File: config.mk
export PLATFORM = sky130hd
export DESIGN_NAME = piso_norm_sched_flat
export DESIGN_NICKNAME = d
export VERILOG_FILES = /design/src/rtl/piso_sched_pkg.sv /design/src/rtl/piso_norm_sched_if.sv /design/src/rtl/piso_sched_shift.sv /design/src/rtl/piso_norm_sched.sv /design/src/flat_wrapper.sv
export SDC_FILE = /design/constraint.sdc
export NUM_CORES = 1
export LEC_CHECK = 0
export CAP_MARGIN = 25
export CORE_MARGIN = 10
export CORE_UTILIZATION = 42
export CTS_CLUSTER_DIAMETER = 200
export DETAILED_ROUTE_END_ITERATION = 10
export PLACE_DENSITY_LB_ADDON = 0.2
export SLEW_MARGIN = 40
export SYNTH_ARGS = -nofsm -noshare
export SYNTH_HDL_FRONTEND = slang
export SYNTH_SLANG_ARGS = --single-unit
File: constraint.sdc
create_clock -name CLK -period 14.9 [get_ports CLK]
set_input_delay 4.47 -clock CLK [delete_from_list [all_inputs] [get_ports CLK]]
set_output_delay 4.47 -clock CLK [all_outputs]
set_load 0.05 [all_outputs]
File: src/rtl/piso_sched_pkg.sv
// Shared types and width helpers for the round-robin PISO scheduler.
package piso_sched_pkg;

  typedef enum logic {IDLE = 1'b0, SHIFT = 1'b1} state_t;

  function automatic int clog2(input int v);
    int r = 0;
    int x = v - 1;
    while (x > 0) begin
      r++;
      x = x >> 1;
    end
    return r;
  endfunction

  function automatic int num_beats(input int din, input int dout);
    return din / dout;
  endfunction

  // A one-requester index still needs a bit to carry.
  function automatic int id_w(input int n);
    return (clog2(n) < 1) ? 1 : clog2(n);
  endfunction

endpackage

File: src/rtl/piso_norm_sched_if.sv
// Requester/beat bus for piso_norm_sched; OUT_LAST exists only with PISO_SCHED_LAST_EN.
interface piso_norm_sched_if #(
  parameter int NUM_REQ        = 4,
  parameter int DATA_IN_WIDTH  = 64,
  parameter int DATA_OUT_WIDTH = 16
);
  import piso_sched_pkg::*;
  localparam int ID_W = id_w(NUM_REQ);

  logic [NUM_REQ-1:0]               REQ_VALID;
  logic [NUM_REQ*DATA_IN_WIDTH-1:0] REQ_DATA;
  logic [NUM_REQ-1:0]               REQ_READY;
  logic [DATA_OUT_WIDTH-1:0]        DATA_OUT;
  logic                             OUT_VALID;
  logic [ID_W-1:0]                  OUT_ID;
  logic                             BUSY;
`ifdef PISO_SCHED_LAST_EN
  logic                             OUT_LAST;
`endif

  modport master (
    output REQ_VALID, REQ_DATA,
    input  REQ_READY, DATA_OUT, OUT_VALID, OUT_ID, BUSY
`ifdef PISO_SCHED_LAST_EN
    , input OUT_LAST
`endif
  );

  modport slave (
    input  REQ_VALID, REQ_DATA,
    output REQ_READY, DATA_OUT, OUT_VALID, OUT_ID, BUSY
`ifdef PISO_SCHED_LAST_EN
    , output OUT_LAST
`endif
  );

endinterface

File: src/rtl/piso_sched_shift.sv
// Load/shift stage: captures one wide word and emits it LSB slice first, one slice per cycle.
module piso_sched_shift
  import piso_sched_pkg::*;
#(
  parameter int DIN  = 64,
  parameter int DOUT = 16,
  parameter int IDW  = 2
) (
  input  logic            CLK,
  input  logic            RESET,
  input  logic            i_load,
  input  logic [DIN-1:0]  i_word,
  input  logic [IDW-1:0]  i_id,
  output logic [DOUT-1:0] o_beat,
  output logic [IDW-1:0]  o_id,
  output logic            o_vld,
  output logic            o_last
);
  localparam int NB = num_beats(DIN, DOUT);
  localparam int CW = clog2(NB);

  logic [DIN-1:0] r_sr;
  logic [IDW-1:0] r_id;
  logic [CW-1:0]  r_cnt;
  logic           r_vld;
  logic           w_last;

  assign w_last = r_vld && (r_cnt == CW'(NB - 1));

  // A load on the final beat wins, giving back-to-back words with no bubble.
  always_ff @(posedge CLK) begin
    if (RESET) begin
      r_sr  <= '0;
      r_id  <= '0;
      r_cnt <= '0;
      r_vld <= 1'b0;
    end else if (i_load) begin
      r_sr  <= i_word;
      r_id  <= i_id;
      r_cnt <= '0;
      r_vld <= 1'b1;
    end else if (r_vld) begin
      r_sr <= r_sr >> DOUT;
      if (w_last) begin
        r_vld <= 1'b0;
        r_cnt <= '0;
        r_id  <= '0;
      end else begin
        r_cnt <= r_cnt + 1'b1;
      end
    end
  end

  assign o_beat = r_vld ? r_sr[DOUT-1:0] : '0;
  assign o_id   = r_vld ? r_id : '0;
  assign o_vld  = r_vld;
  assign o_last = w_last;

endmodule

File: src/rtl/piso_norm_sched.sv
// Round-robin scheduler feeding one shared wide-to-narrow serializer.
// Optional OUT_LAST beat marker is enabled by defining PISO_SCHED_LAST_EN.
module piso_norm_sched
  import piso_sched_pkg::*;
#(
  parameter int NUM_REQ        = 4,
  parameter int DATA_IN_WIDTH  = 64,
  parameter int DATA_OUT_WIDTH = 16
) (
  input  logic             CLK,
  input  logic             RESET,
  piso_norm_sched_if.slave bus
);
  localparam int ID_W = id_w(NUM_REQ);

  state_t                   r_state, w_state_nxt;
  logic [ID_W-1:0]          r_ptr, w_ptr_nxt, w_gidx;
  logic [NUM_REQ-1:0]       w_grant;
  logic [DATA_IN_WIDTH-1:0] w_word;
  logic                     w_window, w_load, w_last, w_vld;
  int                       w_idx;

  // Window opens when empty or on the final beat; reset closes it outright.
  assign w_window = !RESET && ((r_state == IDLE) || w_last);

  always_comb begin
    w_grant = '0;
    w_gidx  = '0;
    w_idx   = 0;
    for (int k = 0; k < NUM_REQ; k++) begin
      w_idx = int'(r_ptr) + k;
      if (w_idx >= NUM_REQ) w_idx = w_idx - NUM_REQ;
      if (w_window && (w_grant == '0) && bus.REQ_VALID[w_idx]) begin
        w_grant[w_idx] = 1'b1;
        w_gidx         = ID_W'(w_idx);
      end
    end
  end

  assign w_load = |w_grant;

  always_comb begin
    w_word = '0;
    for (int i = 0; i < NUM_REQ; i++)
      if (w_grant[i]) w_word = bus.REQ_DATA[i*DATA_IN_WIDTH +: DATA_IN_WIDTH];
  end

  always_comb begin
    w_ptr_nxt = r_ptr;
    if (w_load)
      w_ptr_nxt = (w_gidx == ID_W'(NUM_REQ - 1)) ? '0 : w_gidx + 1'b1;
  end

  always_ff @(posedge CLK) begin
    if (RESET) begin
      r_state <= IDLE;
      r_ptr   <= '0;
    end else begin
      r_state <= w_state_nxt;
      r_ptr   <= w_ptr_nxt;
    end
  end

  always_comb begin
    w_state_nxt = r_state;
    case (r_state)
      IDLE:    if (w_load) w_state_nxt = SHIFT;
      SHIFT:   if (w_last) w_state_nxt = w_load ? SHIFT : IDLE;
      default: w_state_nxt = IDLE;
    endcase
  end

  piso_sched_shift #(
    .DIN  (DATA_IN_WIDTH),
    .DOUT (DATA_OUT_WIDTH),
    .IDW  (ID_W)
  ) u_shift (
    .CLK    (CLK),
    .RESET  (RESET),
    .i_load (w_load),
    .i_word (w_word),
    .i_id   (w_gidx),
    .o_beat (bus.DATA_OUT),
    .o_id   (bus.OUT_ID),
    .o_vld  (w_vld),
    .o_last (w_last)
  );

  assign bus.REQ_READY = w_grant;
  assign bus.OUT_VALID = w_vld;
  assign bus.BUSY      = (r_state == SHIFT);
`ifdef PISO_SCHED_LAST_EN
  assign bus.OUT_LAST  = w_last;
`endif

endmodule

File: src/flat_wrapper.sv
// flat-port wrapper written by rule: the top's interface ports become plain ports
module piso_norm_sched_flat import piso_sched_pkg::*;
#(
  parameter int NUM_REQ        = 4,
  parameter int DATA_IN_WIDTH  = 64,
  parameter int DATA_OUT_WIDTH = 16
)
  (CLK, RESET, bus_REQ_VALID, bus_REQ_DATA, bus_REQ_READY, bus_DATA_OUT, bus_OUT_VALID, bus_OUT_ID, bus_BUSY);
  piso_norm_sched_if #(.NUM_REQ(NUM_REQ), .DATA_IN_WIDTH(DATA_IN_WIDTH), .DATA_OUT_WIDTH(DATA_OUT_WIDTH)) bus_i ();
  input  logic CLK;
  input  logic RESET;
  input wire logic [$bits(bus_i.REQ_VALID)-1:0] bus_REQ_VALID;
  input wire logic [$bits(bus_i.REQ_DATA)-1:0] bus_REQ_DATA;
  output wire logic [$bits(bus_i.REQ_READY)-1:0] bus_REQ_READY;
  output wire logic [$bits(bus_i.DATA_OUT)-1:0] bus_DATA_OUT;
  output wire logic [$bits(bus_i.OUT_VALID)-1:0] bus_OUT_VALID;
  output wire logic [$bits(bus_i.OUT_ID)-1:0] bus_OUT_ID;
  output wire logic [$bits(bus_i.BUSY)-1:0] bus_BUSY;
  assign bus_i.REQ_VALID = bus_REQ_VALID;
  assign bus_i.REQ_DATA = bus_REQ_DATA;
  assign bus_REQ_READY = bus_i.REQ_READY;
  assign bus_DATA_OUT = bus_i.DATA_OUT;
  assign bus_OUT_VALID = bus_i.OUT_VALID;
  assign bus_OUT_ID = bus_i.OUT_ID;
  assign bus_BUSY = bus_i.BUSY;
  piso_norm_sched #(.NUM_REQ(NUM_REQ), .DATA_IN_WIDTH(DATA_IN_WIDTH), .DATA_OUT_WIDTH(DATA_OUT_WIDTH)) u_core (.CLK(CLK), .RESET(RESET), .bus(bus_i));
endmodule
==> Yosys cells after proc, flatten, opt, wreduce, memory -nomap -nowiden <==
Cells that the tools add are included.
{ "totals": {"regBits": 72, "latch_bits": 0, "mem_bits_rw": 0, "rom_bits": 0, "input_bits": 262, "out_inout_bits": 24, "elab_cells": 107, "mem_count": 0} }
{ "op_classes": {"n_addsub": 9, "n_mul": 0, "n_div": 0, "magnitude_cmp": 12, "n_eq_ne": 2, "shift": 0, "muxes": 51, "bitwise_logic": 4, "reduce_logical": 23} }
{ "ops": {"columns": ["cell", "count"], "rows": [
  ["$mux 64", 6],
  ["$ge 32x1->1 const B", 4],
  ["$lt 32x4->1 const B", 4],
  ["$mux 32", 4],
  ["$ge 32x4->1 const B", 3],
  ["$sub 32x4->32 const B", 3],
  ["$mux 2", 10],
  ["$mux 1", 17],
  ["$mux 16", 1],
  ["$mux 4", 4],
  ["$logic_and 1x1->1", 13],
  ["$logic_not 4->1", 3],
  ["$or 4x4->4", 3],
  ["$bmux 1 s2", 4],
  ["$demux 1 s2", 4],
  ["$add 2x2->3 const B", 2],
  ["$reduce_or 5->1", 1],
  ["$add 2x1->2 const B", 2],
  ["$eq 2x2->1 const B", 2],
  ["$reduce_bool 2->1", 2],
  ["$reduce_or 4->1", 1],
  ["$sub 2x3->4 const B", 1],
  ["$add 2x1->3 const B", 1],
  ["$ge 2x3->1 const B", 1],
  ["5 further kinds", 5]
]} }

==> Longest topological paths before layout <==
{ "logic_depth": {"ltp_word": 24, "depth_mapped": 14, "mapped_depth_nobuf": 11} }

==> By module <==
From an unflattened synthesis, not the netlist that was laid out.
{ "unflattened": {"cells_unflattened": 724, "hier_area_um2": 6476.2} }
{ "by_module_without_submodules": {"columns": ["module", "n_inst", "cells_per_inst", "area_per_inst_um2", "seq_area_each_um2"], "rows": [
  ["piso_sched_shift", 1, 325, 3273.1, 1381.3],
  ["piso_norm_sched", 1, 399, 3203.1, 60.1]
]} }

==> Worst setup path after synthesis <==
Ideal clock, no wire load.
{ "synth_path": {"path_kind": "input to output", "startpoint": "input bus_REQ_VALID[3]", "endpoint": "output bus_REQ_READY[3]", "t_arrival_ns": 6.895, "required_ns": 10.430, "slack_ns": 3.535, "path_stages": 8, "n_path_buf": 2, "path_cell_list": "mux4_2 and3_1 a32o_1 a31oi_2 a41oi_2 inv_2 clkbuf_1 clkbuf_1"} }
{ "synth_between": {"elab_chain_cells": 17, "elab_cells_between_ends": 29, "classes_between": "mux: 16; bitwise: 3; reduce/logical: 10"} }
{ "synth_lines": {"columns": ["element", "line_no", "rtl"], "rows": [
  ["from (decl)", "flat_wrapper.sv:12", "input wire logic [$bits(bus_i.REQ_VALID)-1:0] bus_REQ_VALID;"],
  ["$bmux 1 s2", "piso_norm_sched.sv:33", "if (w_window && (w_grant == '0) && bus.REQ_VALID[w_idx]) begin"],
  ["$mux 1 (not written as such) (2 in series)", "piso_norm_sched.sv:33", null],
  ["$logic_and 1x1->1", "piso_norm_sched.sv:33", null],
  ["$mux 4", "piso_norm_sched.sv:33", null],
  ["$logic_not 4->1", "piso_norm_sched.sv:33", null],
  ["$logic_and 1x1->1 (2 in series)", "piso_norm_sched.sv:33", null],
  ["$mux 4", "piso_norm_sched.sv:33", null],
  ["$logic_not 4->1", "piso_norm_sched.sv:33", null],
  ["$logic_and 1x1->1 (2 in series)", "piso_norm_sched.sv:33", null],
  ["$mux 4", "piso_norm_sched.sv:33", null],
  ["$logic_not 4->1", "piso_norm_sched.sv:33", null],
  ["$logic_and 1x1->1 (2 in series)", "piso_norm_sched.sv:33", null],
  ["$mux 4 *", "piso_norm_sched.sv:33", null],
  ["to (decl)", "flat_wrapper.sv:14", "output wire logic [$bits(bus_i.REQ_READY)-1:0] bus_REQ_READY;"]
]} }
Mark *: on every way between the ends. The rest lies on a longest branch, timed or not. The select of a mux whose other input is x is not followed.

==> Final worst setup path <==
{ "layout_path": {"startpoint": "input RESET", "endpoint": "output bus_REQ_READY[0]"} }
{ "layout_between": {"elab_chain_cells": 16, "elab_cells_between_ends": 19, "classes_between": "mux: 4; bitwise: 3; reduce/logical: 12"} }
{ "layout_lines": {"columns": ["element", "line_no", "rtl"], "rows": [
  ["from (decl)", "flat_wrapper.sv:11", "input logic RESET;"],
  ["$logic_not 1->1 *", "piso_norm_sched.sv:24", "assign w_window = !RESET && ((r_state == IDLE) || w_last);"],
  ["$logic_and 1x1->1 *", "piso_norm_sched.sv:24", null],
  ["$logic_and 1x1->1", "piso_norm_sched.sv:33", null],
  ["$mux 4", "piso_norm_sched.sv:33", null],
  ["$logic_not 4->1", "piso_norm_sched.sv:33", null],
  ["$logic_and 1x1->1 (2 in series)", "piso_norm_sched.sv:33", null],
  ["$mux 4", "piso_norm_sched.sv:33", null],
  ["$logic_not 4->1", "piso_norm_sched.sv:33", null],
  ["$logic_and 1x1->1 (2 in series)", "piso_norm_sched.sv:33", null],
  ["$mux 4", "piso_norm_sched.sv:33", null],
  ["$logic_not 4->1", "piso_norm_sched.sv:33", null],
  ["$logic_and 1x1->1 (2 in series)", "piso_norm_sched.sv:33", null],
  ["$mux 4 *", "piso_norm_sched.sv:33", null]
]} }
Mark *: on every way between the ends. The rest lies on a longest branch, timed or not.

==> flow_metrics.tcl <==
set metrics [dict create \
    maxCapViolations 0 \
    worst_slew_pin_slew_ns 0.795 \
    ant_nets 0 \
    postCtsSetupBuffers 0 \
    cts_made_buffers 9 \
    crit_chain "clkdlybuf4s50_1 -> inv_1 -> and3_1 -> a32o_1 -> a31oi_2 -> o21a_1 -> inv_1 -> clkdlybuf4s50_1" \
    vias 5899 \
    dpl.cell_count 947 \
    cp-start-kind "input pin" \
    finalPower_mw 1.41 \
    maxSlewViolCount 0 \
    netlist-cell-type-count 52 \
    dp_slack_ns 2.53 \
    rsz0062_at_grt "false" \
    wl_per_cell_microns 23.6 \
    cts_tree "done" \
    cts.htree.levels 3 \
    initial_core_util 0.430 \
    seq_area_frac_synth 0.292 \
    die_x_microns 128 \
    core_sq_mm 0.0115 \
    worstPathMaxFanout 17 \
    insertion_delay_ns 0.33 \
    cpPeakStageDelay_ns 0.93 \
    syn-num-nets 839 \
    tns_ns 0 \
    cts_sinks 72 \
    post-route-util 0.708 \
    rr_worst_depth 13 \
    drt-vias-per-instance 6.12 \
    cp-end-kind "output pin" \
    cts.path.max_buffers 2 \
    ctsHoldBuffers 0 \
    ys_seq_elements 72 \
    p_leak_nw 2.97 \
    max-vdd-ir-drop_mv 0.117 \
    busiest_layer "met2" \
    drc 0 \
    fin_crit_sh 0.832 \
    pwr_density_cell_mw_per_mm2 174 \
    yosysTopAreaCellShare 0.292 \
    dieArea_sq_mm 0.0165 \
    globalRouteOverflowTotal 0 \
    grt_max_degree 73 \
    use_met1 0.299 \
    antenna_found_initial 1 \
    min_path_cells 2 \
    final_cells 964 \
    cts_root_buf "clkbuf_16" \
    setup_viol 0 \
    post-dp-hpwl_microns 17800 \
    wirelength_microns 22800 \
    yosys.area.top_type "dfxtp_1" \
    num_io_pins 286 \
    synth.area.top_cells "dfxtp_1, a221oi_1, mux2_2" \
    critical_path_required_ns 10.43 \
    firstDrtPassIters 5 \
    synth_edf_count 0 \
    gr-usage-met3 0.0698 \
    rows 39 \
    synth.most_common_cell "o21ai_0" \
    worst-setup-path-type "input pin to output pin" \
    slew_headroom 0.470 \
    synthArstFlopShare 0 \
    min_path_type "flop to flop" \
    cp_slowest_cell "clkdlybuf4s50_1" \
    fmax_ghz 0.0807 \
    arrival_ns 7.92 \
    gp_congestion 0.909 \
    grt_pass1_wl_microns 34900 \
    min_period_ns 12.39 \
    ctsResizeCount 0 \
    die-height_microns 128 \
    synth_warnings 0 \
    synth_common_cells "o21ai_0, dfxtp_1, a221oi_1, clkbuf_1" \
    fin_skew_ns 0.00802 \
    io_buffer_count 285 \
    syn_inst 569 \
    grt_pass1_vias 6193 \
    status "finished, final reports clean" \
    setup_ws_ns 2.51 \
    hold_viol 0 \
    fin_nets 1085 \
    grtUsageMet2 0.462 \
    syn-cell-area_sq_mm 0.00493 \
    syn_area_per_cell_sq_um 8.67 \
    drt_iter0_drc 455 \
    grt.total_usage 0.264 \
    layout-drive-gt1-share 0.102 \
    clk_pin_slew_worst_paths_ns 0.06 \
    ys.flop_type "dfxtp_1" \
    area_growth_pct 64.6 \
]
path summary, 6_finish.rpt:
kind,startpoint,to,slack (ns)
max,RESET,bus_REQ_READY[0],2.51
min,u_core.u_shift.r_id[1],u_core.u_shift.r_id[1],0.47
max reg2reg,u_core.r_ptr[0],u_core.u_shift.r_sr[26],10.32
min reg2reg,u_core.u_shift.r_id[1],u_core.u_shift.r_id[1],0.47
per-stage QoR:
step,hold slack (ns),cell area [sq um]
2_1_floorplan,0.443,4930
3_3_place_gp,0.457,7810
3_5_place_dp,0.466,7830
4_1_cts,0.475,8110
5_1_grt,0.506,8110
6_report,0.469,8110
power breakdown:
group | leakage [nW] | switching [mW] | total (mW) | internal, mW
Sequential | 0.598 | 0.0573 | 0.333 | 0.276
Combinational | 2.23 | 0.485 | 0.875 | 0.390
Clock | 0.137 | 0.0811 | 0.203 | 0.122
Total | 2.97 | 0.623 | 1.41 | 0.788
state kept, by name, summed over array words and instances (netlist names):
signal                cells
u_core.bus.BUSY           1
u_core.u_shift.r_cnt      2
u_core.u_shift.r_id       2
u_core.u_shift.r_sr      64
u_core.r_ptr              2
u_core.u_shift.o_vld      1
worst max-delay path: cells and delay by family:
kind                   cells  cell delay (ns)
AOI/OAI and AO/OA          3             1.16
buffers and inverters      4             2.00
and+or+nand+nor            1             0.30
per-layer routing:
metal	routed length, microns	share of wire
met1	8460	0.37
met2	11800	0.52
met3	1940	0.085
met4	615	0.027
met5	0	0
cells by family after synthesis:
family,share of synthesized area
AOI/OAI and AO/OA,0.384
xor gates and xnor gates,0.00178
adders and majority gates,0.0203
buffers and inverters,0.0558
DFF,0.292
muxes,0.132
and+or+nand+nor,0.114
cell type report:
cell class                      instances  area, sq um
Multi-Input combinational cell        431         3260
Sequential cell                        72         1440
Clock inverter                          2         13.8
Tap cell                              143          179
Timing Repair Buffer                  295         2930
Clock buffer                           14          264
Antenna cell                            1         2.50
Fill cell                             885         3350
Inverter                                6         22.5
cell usage in the layout, fill, tap and decap left out, drive strengths merged, types with 2 or more instances in the layout:
cell,n
a221o,17
nor2,28
and2,19
nand2b,4
a22oi,40
a211oi,2
clkbuf,14
o21ai,110
a31oi,2
a21boi,2
ha,8
or3,10
buf,10
nor2b,3
a221oi,58
clkdlybuf4s50,285
nand4b,2
a211o,8
dfxtp,72
and3,6
mux2i,11
o21a,3
a22o,2
nand3,6
a32o,2
a21oi,3
a311oi,9
nand2,18
clkinv,2
inv,6
mux4,4
mux2,40
(Power assumes the default switching activity.)
